**src/rtl/riscv_div_pkg.sv**
```systemverilog
// Shared definitions for the iterative divider and its issue controller.
//   - op codes presented on rs_op / div_op_sel
//   - controller state encoding
//   - default ROB tag width
package riscv_div_pkg;

  localparam int unsigned DIV_TAG_W = 6;

  localparam logic [4:0] OP_DIV  = 5'b10100;
  localparam logic [4:0] OP_DIVU = 5'b10101;
  localparam logic [4:0] OP_REM  = 5'b10110;
  localparam logic [4:0] OP_REMU = 5'b10111;

  typedef enum logic [2:0] {
    ST_IDLE,
    ST_LAUNCH,
    ST_WAIT,
    ST_HOLD,
    ST_DRAIN
  } div_state_e;

endpackage

```
**src/rtl/div_fast_path.sv**
```systemverilog
// Combinational classifier for divide ops whose result is known without
// iterating: divide by zero, signed overflow (INT_MIN / -1) and divide by one.
// Ports:
//   op_i      op code (OP_DIV/OP_DIVU/OP_REM/OP_REMU)
//   src1_i    dividend
//   src2_i    divisor
//   hit_o     op is trivial, result_o is valid
//   result_o  architectural result of the trivial op
module div_fast_path
  import riscv_div_pkg::*;
(
  input  logic [4:0]  op_i,
  input  logic [31:0] src1_i,
  input  logic [31:0] src2_i,
  output logic        hit_o,
  output logic [31:0] result_o
);

  logic is_div;
  logic is_signed;

  assign is_div    = (op_i == OP_DIV) || (op_i == OP_DIVU);
  assign is_signed = (op_i == OP_DIV) || (op_i == OP_REM);

  always_comb begin
    hit_o    = 1'b0;
    result_o = '0;
    if (src2_i == '0) begin
      hit_o    = 1'b1;
      result_o = is_div ? '1 : src1_i;
    end else if (is_signed && (src1_i == 32'h8000_0000) && (src2_i == '1)) begin
      hit_o    = 1'b1;
      result_o = is_div ? 32'h8000_0000 : '0;
    end else if (src2_i == 32'd1) begin
      hit_o    = 1'b1;
      result_o = is_div ? src1_i : '0;
    end
  end

endmodule

```
**src/rtl/div_issue_ctrl.sv**
```systemverilog
// Issue-side controller for the iterative 32-bit divider. Accepts one
// DIV/DIVU/REM/REMU op from the reservation station, launches it on the
// divider start/done interface, and broadcasts the result on the CDB via
// request/grant. Flushes kill the held op; a running divider is drained.
// Optional feature: define DIV_FASTPATH_EN to complete trivial ops
// (x/0, INT_MIN/-1, x/1) directly from IDLE without starting the divider.
// Ports:
//   clk, rst_n            clock, async active-low reset
//   flush                 kills the held op
//   rs_valid/rs_ready     RS handshake (rs_ready high only in IDLE)
//   rs_op, rs_src1/2,     op, dividend/divisor, ROB tag
//   rs_tag
//   div_start             one-cycle launch pulse
//   div_op_sel, div_rs1/2 registered op/operands, stable until div_done
//   div_busy              divider busy (monitored only)
//   div_done, div_result  divider completion pulse and result
//   cdb_req/cdb_grant     CDB handshake
//   cdb_tag, cdb_data     broadcast tag and result
module div_issue_ctrl
  import riscv_div_pkg::*;
#(
  parameter int unsigned TAG_W = DIV_TAG_W
) (
  input  logic             clk,
  input  logic             rst_n,
  input  logic             flush,
  input  logic             rs_valid,
  output logic             rs_ready,
  input  logic [4:0]       rs_op,
  input  logic [31:0]      rs_src1,
  input  logic [31:0]      rs_src2,
  input  logic [TAG_W-1:0] rs_tag,
  output logic             div_start,
  output logic [4:0]       div_op_sel,
  output logic [31:0]      div_rs1,
  output logic [31:0]      div_rs2,
  input  logic             div_busy,
  input  logic             div_done,
  input  logic [31:0]      div_result,
  output logic             cdb_req,
  input  logic             cdb_grant,
  output logic [TAG_W-1:0] cdb_tag,
  output logic [31:0]      cdb_data
);

  div_state_e       state_q;
  logic             start_q;
  logic [4:0]       op_q;
  logic [31:0]      rs1_q;
  logic [31:0]      rs2_q;
  logic             req_q;
  logic [TAG_W-1:0] tag_q;
  logic [31:0]      data_q;

  logic             accept;
  logic             fast_hit;
  logic [31:0]      fast_result;
  logic             unused_busy;

  // Busy is informational only; completion is tracked by div_done.
  assign unused_busy = div_busy;

`ifdef DIV_FASTPATH_EN
  div_fast_path u_fast_path (
    .op_i     (rs_op),
    .src1_i   (rs_src1),
    .src2_i   (rs_src2),
    .hit_o    (fast_hit),
    .result_o (fast_result)
  );
`else
  assign fast_hit    = 1'b0;
  assign fast_result = '0;
`endif

  assign rs_ready = (state_q == ST_IDLE);
  assign accept   = rs_valid && rs_ready && !flush;

  always_ff @(posedge clk or negedge rst_n) begin
    if (!rst_n) begin
      state_q <= ST_IDLE;
      start_q <= 1'b0;
      op_q    <= '0;
      rs1_q   <= '0;
      rs2_q   <= '0;
      req_q   <= 1'b0;
      tag_q   <= '0;
      data_q  <= '0;
    end else begin
      start_q <= 1'b0;
      unique case (state_q)
        ST_IDLE: begin
          if (accept) begin
            op_q  <= rs_op;
            rs1_q <= rs_src1;
            rs2_q <= rs_src2;
            tag_q <= rs_tag;
            if (fast_hit) begin
              data_q  <= fast_result;
              req_q   <= 1'b1;
              state_q <= ST_HOLD;
            end else begin
              start_q <= 1'b1;
              state_q <= ST_LAUNCH;
            end
          end
        end
        // The divider has already seen start, so a flush here must drain.
        // A done pulse in this cycle cannot belong to this op and is ignored.
        ST_LAUNCH: state_q <= flush ? ST_DRAIN : ST_WAIT;
        ST_WAIT: begin
          if (div_done) begin
            if (flush) begin
              state_q <= ST_IDLE;
            end else begin
              data_q  <= div_result;
              req_q   <= 1'b1;
              state_q <= ST_HOLD;
            end
          end else if (flush) begin
            state_q <= ST_DRAIN;
          end
        end
        // Flush and grant both leave HOLD; flush simply means nothing was sent.
        ST_HOLD: begin
          if (flush || cdb_grant) begin
            req_q   <= 1'b0;
            state_q <= ST_IDLE;
          end
        end
        ST_DRAIN: begin
          if (div_done) state_q <= ST_IDLE;
        end
        default: state_q <= ST_IDLE;
      endcase
    end
  end

  assign div_start  = start_q;
  assign div_op_sel = op_q;
  assign div_rs1    = rs1_q;
  assign div_rs2    = rs2_q;
  assign cdb_req    = req_q;
  assign cdb_tag    = tag_q;
  assign cdb_data   = data_q;

endmodule

```
**config.mk**
```make
export PLATFORM = sky130hd
export DESIGN_NAME = div_issue_ctrl
export DESIGN_NICKNAME = d
export VERILOG_FILES = /design/src/rtl/riscv_div_pkg.sv /design/src/rtl/div_fast_path.sv /design/src/rtl/div_issue_ctrl.sv
export SDC_FILE = /design/constraint.sdc
export NUM_CORES = 1
export LEC_CHECK = 0
export ABC_AREA = 1
export BUFFER_PORTS_ARGS = -buffer_cell sky130_fd_sc_hd__buf_2
export CAP_MARGIN = 20
export CORE_MARGIN = 3
export CORE_UTILIZATION = 45
export DETAILED_ROUTE_END_ITERATION = 10
export GPL_TIMING_DRIVEN = 0
export PLACE_DENSITY = 0.78
export SYNTH_ARGS = -nofsm -noshare
export SYNTH_HDL_FRONTEND = slang
export SYNTH_HIERARCHICAL = 1
export SYNTH_SLANG_ARGS = --single-unit
export TNS_END_PERCENT = 20
```
**constraint.sdc**
```tcl
create_clock -name clk -period 1.4 [get_ports clk]
set_input_delay 0.28 -clock clk [delete_from_list [all_inputs] [get_ports clk]]
set_output_delay 0.28 -clock clk [all_outputs]
set_load 0.01 [all_outputs]
```
# Word-level counts from Yosys, hierarchy flattened
# Index checks and enable logic that the tools add are counted.
totals:
  reg_bits: 112
  latchBits: 0
  mem_bits_rw: 0
  romBits: 0
  inputBits: 114
  output_inout_bits: 110
  word_cells: 43
  mem_count: 0
classes:
  add_sub_neg: 0
  n_mul: 0
  n_div: 0
  n_lt_le_gt_ge: 0
  eq_ne: 10
  shifts: 0
  muxes: 14
  bitwise: 1
  reduce_logical: 10
op_table:
  columns: ["op", "count"]
  rows:
  - ["two-way mux 3 bit", 6]
  - ["one-hot mux 3 bit (5 select lines)", 1]
  - ["!= test 2 bit, second input constant", 4]
  - ["AND reduction 4 bit", 2]
  - ["== test 3 x 2 -> 1 bit, second input constant", 2]
  - ["two-way mux 1 bit", 5]
  - ["== test 3 x 1 -> 1 bit, second input constant", 1]
  - ["== test 3 bit, second input constant", 1]
  - ["logical NOT 3 bit", 1]
  - ["!= test 3 bit, second input constant", 1]
  - ["AND reduction 3 bit", 1]
  - ["logical AND 1 bit", 2]
  - ["two-way mux 2 bit", 1]
  - ["!= test 2 x 1 -> 1 bit, second input constant", 1]
  - ["one-hot mux 1 bit (2 select lines)", 1]
  - ["AND reduction 2 bit", 1]
  - ["nonzero test 2 bit", 1]
  - ["logical NOT 1 bit", 1]
  - ["logical OR 1 bit", 1]
  - ["NOT 1 bit", 1]

# Longest topological paths before layout
# Gate-level depths: netlist of run 1.
depth:
  ltp_word: 5
  mapped_depth: 9
  mapped_depth_nobuf: 7

# Worst setup path after synthesis of run 1
# Ideal clock, no wire load.
synth_timing:
  path_type: "register to register"
  start: "reg state_q[1]"
  end: "reg tag_q[4], in the netlist cdb_tag[4]"
  setup_ns: 0.116
  arrival_time_ns: 1.185
  required_time_ns: 1.284
  slack_ns: 0.098
  path_stages_with_launch: 9
  path_buffers: 2
  period_less_slack_ns: 1.302
  path_cell_list: "dfrtp_1 nor2_2 nand2_1 inv_2 nand3_4 buf_6 buf_2 nand2_1 nand2_1"
synth_via:
  elab_chain_len: 4
synth_lines:
  columns: ["item", "line", "source"]
  rows:
  - ["start, declared", "div_issue_ctrl.sv:46", "div_state_e state_q;"]
  - ["start signal, assigned", "div_issue_ctrl.sv:110", "ST_LAUNCH: state_q <= flush ? ST_DRAIN : ST_WAIT;"]
  - ["logical NOT 3 bit *", "div_issue_ctrl.sv:76", "assign rs_ready = (state_q == ST_IDLE);"]
  - ["named net rs_ready", "div_issue_ctrl.sv:28", "output logic rs_ready,"]
  - ["logical AND 1 bit (2 in series)", "div_issue_ctrl.sv:77", "assign accept = rs_valid && rs_ready && !flush;"]
  - ["AND reduction 2 bit (no source line) *", null, null]
  - ["end signal, assigned", "div_issue_ctrl.sv:97", "tag_q <= rs_tag;"]
  - ["end, declared", "div_issue_ctrl.sv:52", "logic [TAG_W-1:0] tag_q;"]
# The timed path passes the listed nets; every way through them passes the cells marked *.
# A chain may end at the register's enable or synchronous reset.

# Final worst setup path of run 1
layout_timing:
  start: "reg state_q[0]"
  end: "out rs_ready"
layout_via:
  elab_chain_len: 1
layout_lines:
  columns: ["item", "line"]
  rows:
  - ["logical NOT 3 bit", "div_issue_ctrl.sv:76"]
  - ["end, declared", "div_issue_ctrl.sv:28"]
# Every way passes these cells.

==> metrics.cfg, run 1 <==
[cells_and_area]
nNetsFinal=860
final_common_cell=nand2_1
seqCellArea_um2=2800
multiInputGateArea_um2=1490
antennaDiodeCount=0
syn_to_final_growth_pct=44.9
final_layout_size_suffix_gt1_share_pct=42.2
fin_util_pct=67.6
fillers=756
final_cell_mix=nand2_1 (303), buf_2 (222), dfrtp_1 (111), nand2_2 (22), buf_4 (14)

[detailed_routing]
totalWireLength_um=12700
wl_met2_um=6400
drc=0
wl_met3_um=980
dr.pass1.iters=5
vias_per_cell=4.69
vias=4129
wire_per_inst_um=14.4
dr.first_iter.drc_count=261
top_layer=met4
met1_length_um=5100
antenna_left=0

[power]
clock_power_share_pct=14.0
switching_share_pct=38.9
p_per_area_nw_per_um2=2030
comb_power_share_pct=43.0
seqPwrFrac_pct=43.1
power_leakage_uw=0.00379
power.total_uw=12800
p_sw_uw=4980
internal_power_uw=7830
peakVddDrop_v=0.00101

[floorplanning]
dieArea_um2=10900
die_x_um=104
rows=35
coreArea_um2=9330
boundaryPins=224
dieHeight_um=104
initial_core_util_pct=46.6

[clocking]
clock_sinks=112
clock_latency_ns=0.36
cts_tree=yes
clk_pin_slew_ns=0.11
numCtsBuffers=9
cts_root_buf=clkbuf_8
clock_path_buffers=2
h-tree-depth=3

[synth]
synth_area_per_cell_um2=8.79
synth_top_area_share_pct=64.4
ys_seq_area_share_pct=64.4
ys_ff_latch=112
synthTopCellsByArea=dfrtp_1 (64%), nand2_1 (29%), buf_6 (1.6%), buf_2 (1.0%), buf_4 (0.69%)
yosysUniqueCellTypes=15
syn-cell-area_um2=4350
syn_nets=609
yosysWarningCount=6
synthCells=495
synth_largest_area_cell=dfrtp_1

[sta]
setup_viol=45
totalNegativeSetupSlack_ns=-1.44
hold_slack_ns=0.109
slew_headroom_pct=61.3
skew_ns=0.0162
setup_ws_ns=-0.0912
fmax_ghz=0.671
slew_viol_final=0
rsz0062_at_grt=true
worst_pin_slew_ns=0.581
fin_crit_sh_pct=107
hold_viol=0
period_needed_ns=1.49

[global_route]
antenna_found_initial=0
grt_max_degree=69
grtUsageTotal_pct=21.7
grt_pass1_wl_um=19200
grt_pass1_vias=3966
gr-total-overflow=0

[min_path]
hold_class=input pin to register

[worst_setup_path]
path_class=register to output pin
crit_required_ns=1.12
cp-end-kind=output pin
critical_path.max_fanout=2
arrival_ns=1.21
cp-start-kind=register

[placed_design]
port_buffers=222
gp_congestion=0.794
hpwl_um=8820

[outcome]
status=finished with violations
violations=negative setup slack

[job]
max_cap_violations=0

final cells by class:
| class | instances | share of cell area [%] |
|---|---|---|
| tap | 129 | 2.56 |
| buffer | 22 | 4.05 |
| clock buffer | 11 | 2.24 |
| clock inverter | 5 | 0.616 |
| inverter | 8 | 0.596 |
| sequential | 112 | 44.5 |
| multi-input combinational | 353 | 23.7 |
| timing repair buffer | 240 | 21.8 |
repair_timing:
item | in CTS | in global routing
setup buffers | 5 | 7
endpoints found under the setup margin | 74 | 103
hold buffers | 1 | 0
gates resized for setup | 11 | 80
cloned | 0 | 4
pin swaps | 2 | 12
endpoints found under the hold margin | 44 | 0
state kept, by name, indices dropped and copies added (netlist names):
register    count
state_q         3
cdb_tag         6
div_rs1        32
div_start       1
div_op_sel      5
div_rs2        32
cdb_data       32
cdb_req         1
routing by layer:
| layer | vias up | track usage [%] |
|---|---|---|
| met4 | 0 | 5.51 |
| met3 | 14 | 6.21 |
| met1 | 1928 | 27.4 |
| li1 | 1992 | - |
| met5 | - | 0 |
| met2 | 195 | 36.7 |
worst paths after layout:
path	endpoint	cells past startpoint	slack [ns]	from
max	rs_ready	4	-0.09	state_q[0]$_DFFE_PN0P_
min	cdb_data[21]$_DFFE_PN0P_	3	0.11	div_result[21]
max reg2reg	div_rs2[14]$_DFFE_PN0P_	9	-0.08	state_q[0]$_DFFE_PN0P_
min reg2reg	cdb_data[25]$_DFFE_PN0P_	2	0.48	cdb_data[25]$_DFFE_PN0P_
max in group asynchronous	div_rs1[24]$_DFFE_PN0P_	3	0.19	rst_n
min in group asynchronous	div_rs2[30]$_DFFE_PN0P_	2	0.47	rst_n
critical path, cell delays in order, from the launching register on:
cell,delay [ns]
dfrtp_1,0.42
nor2_2,0.15
nand2_1,0.10
inv_2,0.09
buf_6,0.11
cells in the mapped netlist:
cell type,number
nand2_1,333
dfrtp_1,112
buf_2,9
nor2_1,8
buf_6,6
inv_2,5
nand3_1,5
buf_4,4
clkbuf_1,3
inv_1,3
nor2_2,2
o21ai_0,2
nand3_4,1
nand4_2,1
nor3_1,1
power groups by stage:
stage,Sequential (uW),Clock (uW),Combinational (uW)
3_3_place_gp,5440,0,4700
3_5_place_dp,5500,0,4850
2_1_floorplan,6170,0,1880
6_report,5520,1790,5510
4_1_cts,5470,1840,4990
5_1_grt,5690,2000,6070
kinds of logic after synthesis:
kind of cell | after synthesis | synth area share, %
AO/OA/AOI/OAI | 2 | 0.230
AND/OR/NAND/NOR | 351 | 31.1
buffers and inverters | 30 | 4.23
flip-flops | 112 | 64.4
metrics by stage:
| step | instance area [um2] | cells | setup slack (ns) |
|---|---|---|---|
| 3_5_place_dp | 5650 | 847 | -0.0480 |
| 5_1_grt | 6300 | 880 | -0.126 |
| 2_1_floorplan | 4350 | 495 | 0.0984 |
| 6_report | 6300 | 880 | -0.0912 |
| 4_1_cts | 5920 | 869 | -0.0717 |
| 3_3_place_gp | 5620 | 846 | -1.20 |
Note: power is estimated with default switching activity, not from simulation.
==> inputs of run 2 (changes only) <==
Settings changed: HOLD_SLACK_MARGIN set to 0.03, SETUP_SLACK_MARGIN set to 0.4, SYNTH_HIERARCHICAL 1 to unset.
==> run 2 against run 1 <==
Flip-flop and latch count is the same. Core utilization grew 4.4 points. Clock power grew 7%. Global-route usage grew 1.7 points. Combinational power grew 12%. Largest cell class unchanged. Via count grew 1.1%. Non-clock buffer count grew 7. The flow finishes with violations (negative hold slack, negative setup slack). Hold slack lost 0.16 ns. Maximum frequency grew 0.58%. Critical endpoint unchanged. Sequential share of layout area shrank 2.8 points. Power grew 6.9%. First-iteration DRC count shrank 18%.
==> metrics.cfg, run 2 <==
[synth]
synth_ff_type=dfrtp_1  ; unchanged
synthArstFlopShare_pct=100  ; unchanged
synth_area_per_cell_um2=8.79  ; unchanged
yosysMostFrequentCell=nand2_1  ; unchanged
synth_largest_area_cell=dfrtp_1  ; unchanged
synth_top_area_share_pct=64.4  ; unchanged
synthSimpleGateAreaFrac_pct=31.1  ; unchanged
yosysUniqueCellTypes=15  ; unchanged
synth_top_family_by_area=simple AND/OR/NAND/NOR gates  ; unchanged
ys_ff_latch=112  ; unchanged
synth-xor-area-share_pct=0  ; unchanged
synth_common_cells=nand2_1 (333), dfrtp_1 (112), buf_2 (9)  ; unchanged
synth_compound_area_share_pct=0.230  ; unchanged
synth_edf_count=0  ; unchanged
synthMuxAreaShare_pct=0  ; unchanged
syn-cell-area_um2=4350  ; unchanged
synthAdderAreaFrac_pct=0  ; unchanged
synthCells=495  ; unchanged
ys_seq_area_share_pct=64.4  ; unchanged
synthTopCellsByArea=dfrtp_1 (64%), nand2_1 (29%), buf_6 (1.6%), buf_2 (1.0%), buf_4 (0.69%)  ; unchanged
syn_nets=609  ; unchanged
yosysWarningCount=0  ; was 6

[outcome]
status=finished with violations  ; unchanged
violations=negative hold slack, negative setup slack  ; was negative setup slack

[global_route]
gr-total-overflow=0  ; unchanged
grt.met3_usage_pct=4.78  ; was 6.21%
grt_max_degree=58  ; was 69
grtUsageTotal_pct=23.4  ; was 21.7%
antenna_found_initial=2  ; was 0
use_met1_pct=30.1  ; was 27.4%
grt_pass1_vias=4216  ; was 3,966
grt_util_met2_pct=39.7  ; was 36.7%
grt.busiest_layer=met2  ; unchanged
grt_pass1_wl_um=20600  ; was 19,200 um

[placed_design]
gp_congestion=0.786  ; was 0.794
hpwl_um=8600  ; was 8820 um
port_buffers=222  ; unchanged
dpl-instance-area_um2=5680  ; was 5650 um2

[cells_and_area]
nNetsFinal=867  ; was 860
final_area_um2=6710  ; was 6300 um2
final_common_cell=nand2_1  ; unchanged
antennaDiodeCount=0  ; unchanged
multiInputGateArea_um2=1630  ; was 1490 um2
fillers=682  ; was 756
final_cell_mix=nand2_1 (256), buf_2 (208), dfrtp_1 (112), nand2_2 (66), buf_6 (22)  ; was nand2_1 (303), buf_2 (222), dfrtp_1 (111), nand2_2 (22), buf_4 (14)
final_layout_size_suffix_gt1_share_pct=49.3  ; was 42.2%
syn_to_final_growth_pct=54.4  ; was 44.9%
seqCellArea_um2=2800  ; about the same

[sta]
fin_crit_sh_pct=106  ; was 107%
setup_ws_ns=-0.0826  ; was -0.0912 ns
period_needed_ns=1.48  ; was 1.49 ns
slew_viol_final=0  ; unchanged
setup_viol=52  ; was 45
worst_pin_slew_ns=0.729  ; was 0.581 ns
fmax_ghz=0.675  ; was 0.671 GHz
skew_ns=0.0130  ; was 0.0162 ns
hold_viol=54  ; was 0
hold_slack_ns=-0.0485  ; was 0.109 ns
slew_headroom_pct=51.4  ; was 61.3%
rsz0062_at_grt=true  ; unchanged

[clocking]
cts_tree=yes  ; unchanged
numCtsBuffers=9  ; unchanged
cts_root_buf=clkbuf_8  ; unchanged
clk_pin_slew_ns=0.11  ; about the same
clock_path_buffers=2  ; unchanged
clock_latency_ns=0.37  ; was 0.36 ns
h-tree-depth=3  ; unchanged
clock_sinks=112  ; unchanged

[power]
power.total_uw=13700  ; was 12,800 uW
peakVddDrop_v=0.000982  ; was 0.00101 V
power_leakage_uw=0.00396  ; was 0.00379 uW
p_per_area_nw_per_um2=2040  ; was 2030 nW/um2

[worst_setup_path]
path_class=register to output pin  ; unchanged
critical_path.max_fanout=5  ; was 2
crit_required_ns=1.12  ; about the same
cp-start-kind=register  ; unchanged
rrSetupSlack_ns=-0.06  ; was -0.08 ns
cp-end-kind=output pin  ; unchanged
worstReg2RegStart=state_q[2]$_DFFE_PN0P_  ; was state_q[0]$_DFFE_PN0P_
timing.rr.end=div_rs2[15]$_DFFE_PN0P_  ; was div_rs2[14]$_DFFE_PN0P_
arrival_ns=1.20  ; was 1.21 ns
r2r_cells=9  ; unchanged

[floorplanning]
rows=35  ; unchanged
initial_core_util_pct=46.6  ; unchanged
dieArea_um2=10900  ; unchanged
dieHeight_um=104  ; unchanged
coreArea_um2=9330  ; unchanged
die_x_um=104  ; unchanged
boundaryPins=224  ; unchanged

[detailed_routing]
vias=4174  ; was 4,129
antenna_left=0  ; unchanged
totalWireLength_um=13100  ; was 12,700 um
wire_per_inst_um=14.7  ; was 14.4 um
drc=0  ; unchanged
dr.pass1.iters=4  ; was 5
dr.first_iter.drc_count=214  ; was 261
vias_per_cell=4.71  ; was 4.69

[job]
max_cap_violations=0  ; unchanged

[min_path]
hold_class=input pin to asynchronous set/reset pin  ; was input pin to register

-- run 2: cell types whose count changed in the layout (fill, tap and decap cells not counted), sizes merged --
cell / delta
bufbuf: +1
dlygate4sd3: -1
clkinvlp: -1
clkbuf: -1
buf: +9
clkinv: +1
inv: -1
-- run 2: area by class of cell --
type	instances	area share, %
clock buffers	12	2.46
multi-input cells	353	24.3
well taps	129	2.40
repair buffers	247	23.6
inverters	8	0.634
flip-flops and latches	112	41.7
clock inverters	4	0.522
plain buffers	22	4.32
-- run 2: what timing repair did --
item | in CTS | in global routing
resized for setup | 85 | 88
hold endpoints to repair | 55 | 26
gates cloned | 10 | 2
pin swaps | 19 | 34
buffers inserted | 11 | 1
setup endpoints to repair | 222 | 222
-- run 2: metal layers --
layer / part of all wire [%] / wire (um)
met5: 0.21 / 27
met4: 2.5 / 330
met3: 7.0 / 918
met2: 49 / 6380
met1: 41 / 5410
-- run 2: how the worst max path moves through the flow --
stage	start	to	slack, ns	depth (start not counted)
5_1_grt	state_q[0]$_DFFE_PN0P_	div_rs2[15]$_DFFE_PN0P_	-0.16	9
4_1_cts	state_q[1]$_DFFE_PN0P_	rs_ready	-0.10	4
6_report	state_q[2]$_DFFE_PN0P_	rs_ready	-0.08	4
3_3_place_gp	rst_n	cdb_data[2]$_DFFE_PN0P_	-1.17	1
2_1_floorplan	state_q[0]$_DFFE_PN0P_	cdb_tag[0]$_DFFE_PN0P_	0.13	8
3_5_place_dp	state_q[0]$_DFFE_PN0P_	div_rs2[24]$_DFFE_PN0P_	-0.02	9
-- run 2: cell families after synthesis --
group / Yosys count
AO/OA/AOI/OAI: 2
buffers and inverters: 30
flip-flops: 112
AND/OR/NAND/NOR: 351
-- run 2: critical path: stages, from the launching register on --
cell and delay (ns):
dfrtp_1 0.47, inv_2 0.10, nand2_1 0.08, inv_2 0.09
buf_6 0.11
-- run 2: power by group --
| part | internal (uW) | total (uW) | switching [uW] |
|---|---|---|---|
| combinational | 2940 | 6190 | 3250 |
| sequential | 4680 | 5580 | 900 |
| clock | 816 | 1920 | 1110 |
| total | 8440 | 13700 | 5260 |
-- run 2: metrics by stage --
step                setup slack [ns]  utilization (%)  TNS [ns]  instances
floorplan                      0.135                -         0        495
global placement               -1.17             60.6   -130.82        846
detailed placement           -0.0232             60.9    -0.117        847
CTS                           -0.100             68.3    -0.856        884
global route                  -0.155             72.0     -7.50        887
finish                       -0.0826             72.0     -1.30        887
==> inputs of run 3 (changes only) <==
Settings changed: GPL_TIMING_DRIVEN 0 to unset.
==> run 3 against run 2 <==
Die area unchanged. Combinational power shrank 7.1%. Clock power decreased by 10%. Flip-flop and latch count is the same. Power is 5.0% lower. The flow finishes with violations (negative setup slack). Maximum frequency grew 0.15%. Clock skew fell by 0.0021 ns. Sequential share of layout area grew 2.8 points. Cell area decreased by 6.2%. Count of clock-buffer cells in the layout is the same. Non-clock buffer count is 20 lower. Critical path type unchanged.
==> metrics.cfg, run 3 (synthesized netlist as in run 2, its figures left out) <==
[detailed_routing]
vias_per_cell=4.63  ; was 4.71
dr.pass1.iters=4  ; unchanged
dr.first_iter.drc_count=297  ; was 214
totalWireLength_um=12100  ; was 13,100 um
wire_per_inst_um=14.0  ; was 14.7 um
drc=0  ; unchanged
antenna_left=0  ; unchanged
vias=4016  ; was 4,174

[cells_and_area]
final_common_cell=nand2_1  ; unchanged
final_area_um2=6300  ; was 6710 um2
final_cell_mix=nand2_1 (300), buf_2 (195), dfrtp_1 (112), nand2_2 (31), buf_6 (31)  ; was nand2_1 (256), buf_2 (208), dfrtp_1 (112), nand2_2 (66), buf_6 (22)
final_layout_size_suffix_gt1_share_pct=41.2  ; was 49.3%
nNetsFinal=847  ; was 867
syn_to_final_growth_pct=44.8  ; was 54.4%
antennaDiodeCount=0  ; unchanged

[worst_setup_path]
path_class=register to output pin  ; unchanged
crit_chain=nor2_2 -> nand2_2 -> inv_2 -> buf_6  ; was inv_2 -> nand2_1 -> inv_2 -> buf_6
arrival_ns=1.20  ; about the same
slowest_stage=dfrtp_1  ; unchanged
cpPeakStageDelay_ns=0.41  ; was 0.47 ns
rrSetupSlack_ns=-0.06  ; about the same
critical_path.max_fanout=2  ; was 5
r2r_cells=8  ; was 9
crit_required_ns=1.12  ; about the same
startpoint=state_q[0]$_DFFE_PN0P_  ; was state_q[2]$_DFFE_PN0P_
cp-start-kind=register  ; unchanged
worstReg2RegStart=state_q[0]$_DFFE_PN0P_  ; was state_q[2]$_DFFE_PN0P_
cp-end-kind=output pin  ; unchanged

[floorplanning]
die_x_um=104  ; unchanged
rows=35  ; unchanged
dieHeight_um=104  ; unchanged
boundaryPins=224  ; unchanged
coreArea_um2=9330  ; unchanged
initial_core_util_pct=46.6  ; unchanged
dieArea_um2=10900  ; unchanged

[clocking]
h-tree-depth=3  ; unchanged
clk_pin_slew_ns=0.10  ; was 0.11 ns
numCtsBuffers=9  ; unchanged
clock_sinks=112  ; unchanged
cts_root_buf=clkbuf_8  ; unchanged
cts_tree=yes  ; unchanged
clock_latency_ns=0.36  ; was 0.37 ns
clock_path_buffers=2  ; unchanged

[min_path]
hold_class=input pin to register  ; was input pin to asynchronous set/reset pin
holdPathStages=3
hold_start=div_result[16]

[sta]
fin_crit_sh_pct=106  ; about the same
slew_viol_final=0  ; unchanged
rsz0062_at_grt=true  ; unchanged
worst_pin_slew_ns=0.290  ; was 0.729 ns
fmax_ghz=0.676  ; was 0.675 GHz
setup_ws_ns=-0.0803  ; was -0.0826 ns
setup_viol=76  ; was 52
totalNegativeSetupSlack_ns=-2.91  ; was -1.30 ns
hold_slack_ns=0.108  ; was -0.0485 ns
period_needed_ns=1.48  ; about the same
hold_viol=0  ; was 54
skew_ns=0.0110  ; was 0.0130 ns
slew_headroom_pct=80.6  ; was 51.4%

[placed_design]
dp_slack_ns=0.0342  ; was -0.0232 ns
dpl-instance-area_um2=5640  ; was 5680 um2
gp_congestion=0.880  ; was 0.786
hpwl_um=8020  ; was 8600 um
port_buffers=222  ; unchanged

[global_route]
grt_max_degree=52  ; was 58
gr-total-overflow=0  ; unchanged
antenna_found_initial=1  ; was 2
grt_pass1_vias=3874  ; was 4,216
grt_pass1_wl_um=18900  ; was 20,600 um
grtUsageTotal_pct=21.3  ; was 23.4%

[power]
power.total_uw=13000  ; was 13,700 uW
power_leakage_uw=0.00371  ; was 0.00396 uW
peakVddDrop_v=0.000958  ; was 0.000982 V
p_per_area_nw_per_um2=2070  ; was 2040 nW/um2

[outcome]
violations=negative setup slack  ; was negative hold slack, negative setup slack
status=finished with violations  ; unchanged

[job]
max_cap_violations=0  ; unchanged

==> run 3: changes by cell type in the layout (fill, tap and decap cells not counted), sizes merged <==
cell,before,now
inv,9,7
dlygate4sd3,0,1
clkinvlp,0,3
clkbuf,15,16
buf,265,244
clkinv,3,2
bufbuf,1,0
==> run 3: through the flow <==
stage / utilization (%) / instances
2_1_floorplan: - / 495
3_3_place_gp: 60.5 / 837
3_5_place_dp: 60.5 / 837
4_1_cts: 64.6 / 860
5_1_grt: 67.5 / 867
6_report: 67.5 / 867
==> run 3: path summary, 6_finish.rpt <==
kind                                            end
max                                        rs_ready
min in group asynchronous   div_rs1[29]$_DFFE_PN0P_
min reg2reg                  div_rs1[1]$_DFFE_PN0P_
max in group asynchronous   cdb_data[0]$_DFFE_PN0P_
min                        cdb_data[16]$_DFFE_PN0P_
max reg2reg                 div_rs2[12]$_DFFE_PN0P_
==> run 3: layer usage <==
layer	wire length [um]	vias up	part of all wire, %	GRT usage (%)
met3	979	17	8.1	7.01
li1	-	1960	-	-
met2	5860	176	48	34.4
met4	163	2	1.3	5.70
met5	13	-	0.11	0
met1	5110	1861	42	27.8
==> run 3: worst max-delay path: cells and delay by family (launching register included) <==
family	cells	cell delay (ns)
flip-flops	1	0.41
AND/OR/NAND/NOR	2	0.27
buffers and inverters	2	0.17
==> run 3: power by group <==
part           switching (uW)  total [uW]  internal, uW
clock                    1060        1720           655
sequential                860        5540          4680
combinational            3030        5750          2720
==> run 3: repair_timing <==
item	4_1_cts	5_1_grt
hold buffers	1	0
gates resized for setup	46	28
setup endpoints to repair	222	251
pin swaps	6	5
gates cloned	1	6
endpoints found under the hold margin	24	0
buffers inserted	5	1
==> run 3: final cells by class <==
type                       instances  area [um2]
fill                             755        3030
sequential                       112        2800
timing repair buffer             249        1670
multi-input combinational        353        1460
tap                              129         161
clock buffer                      12         135
inverter                           8        42.5
clock inverter                     4        31.3
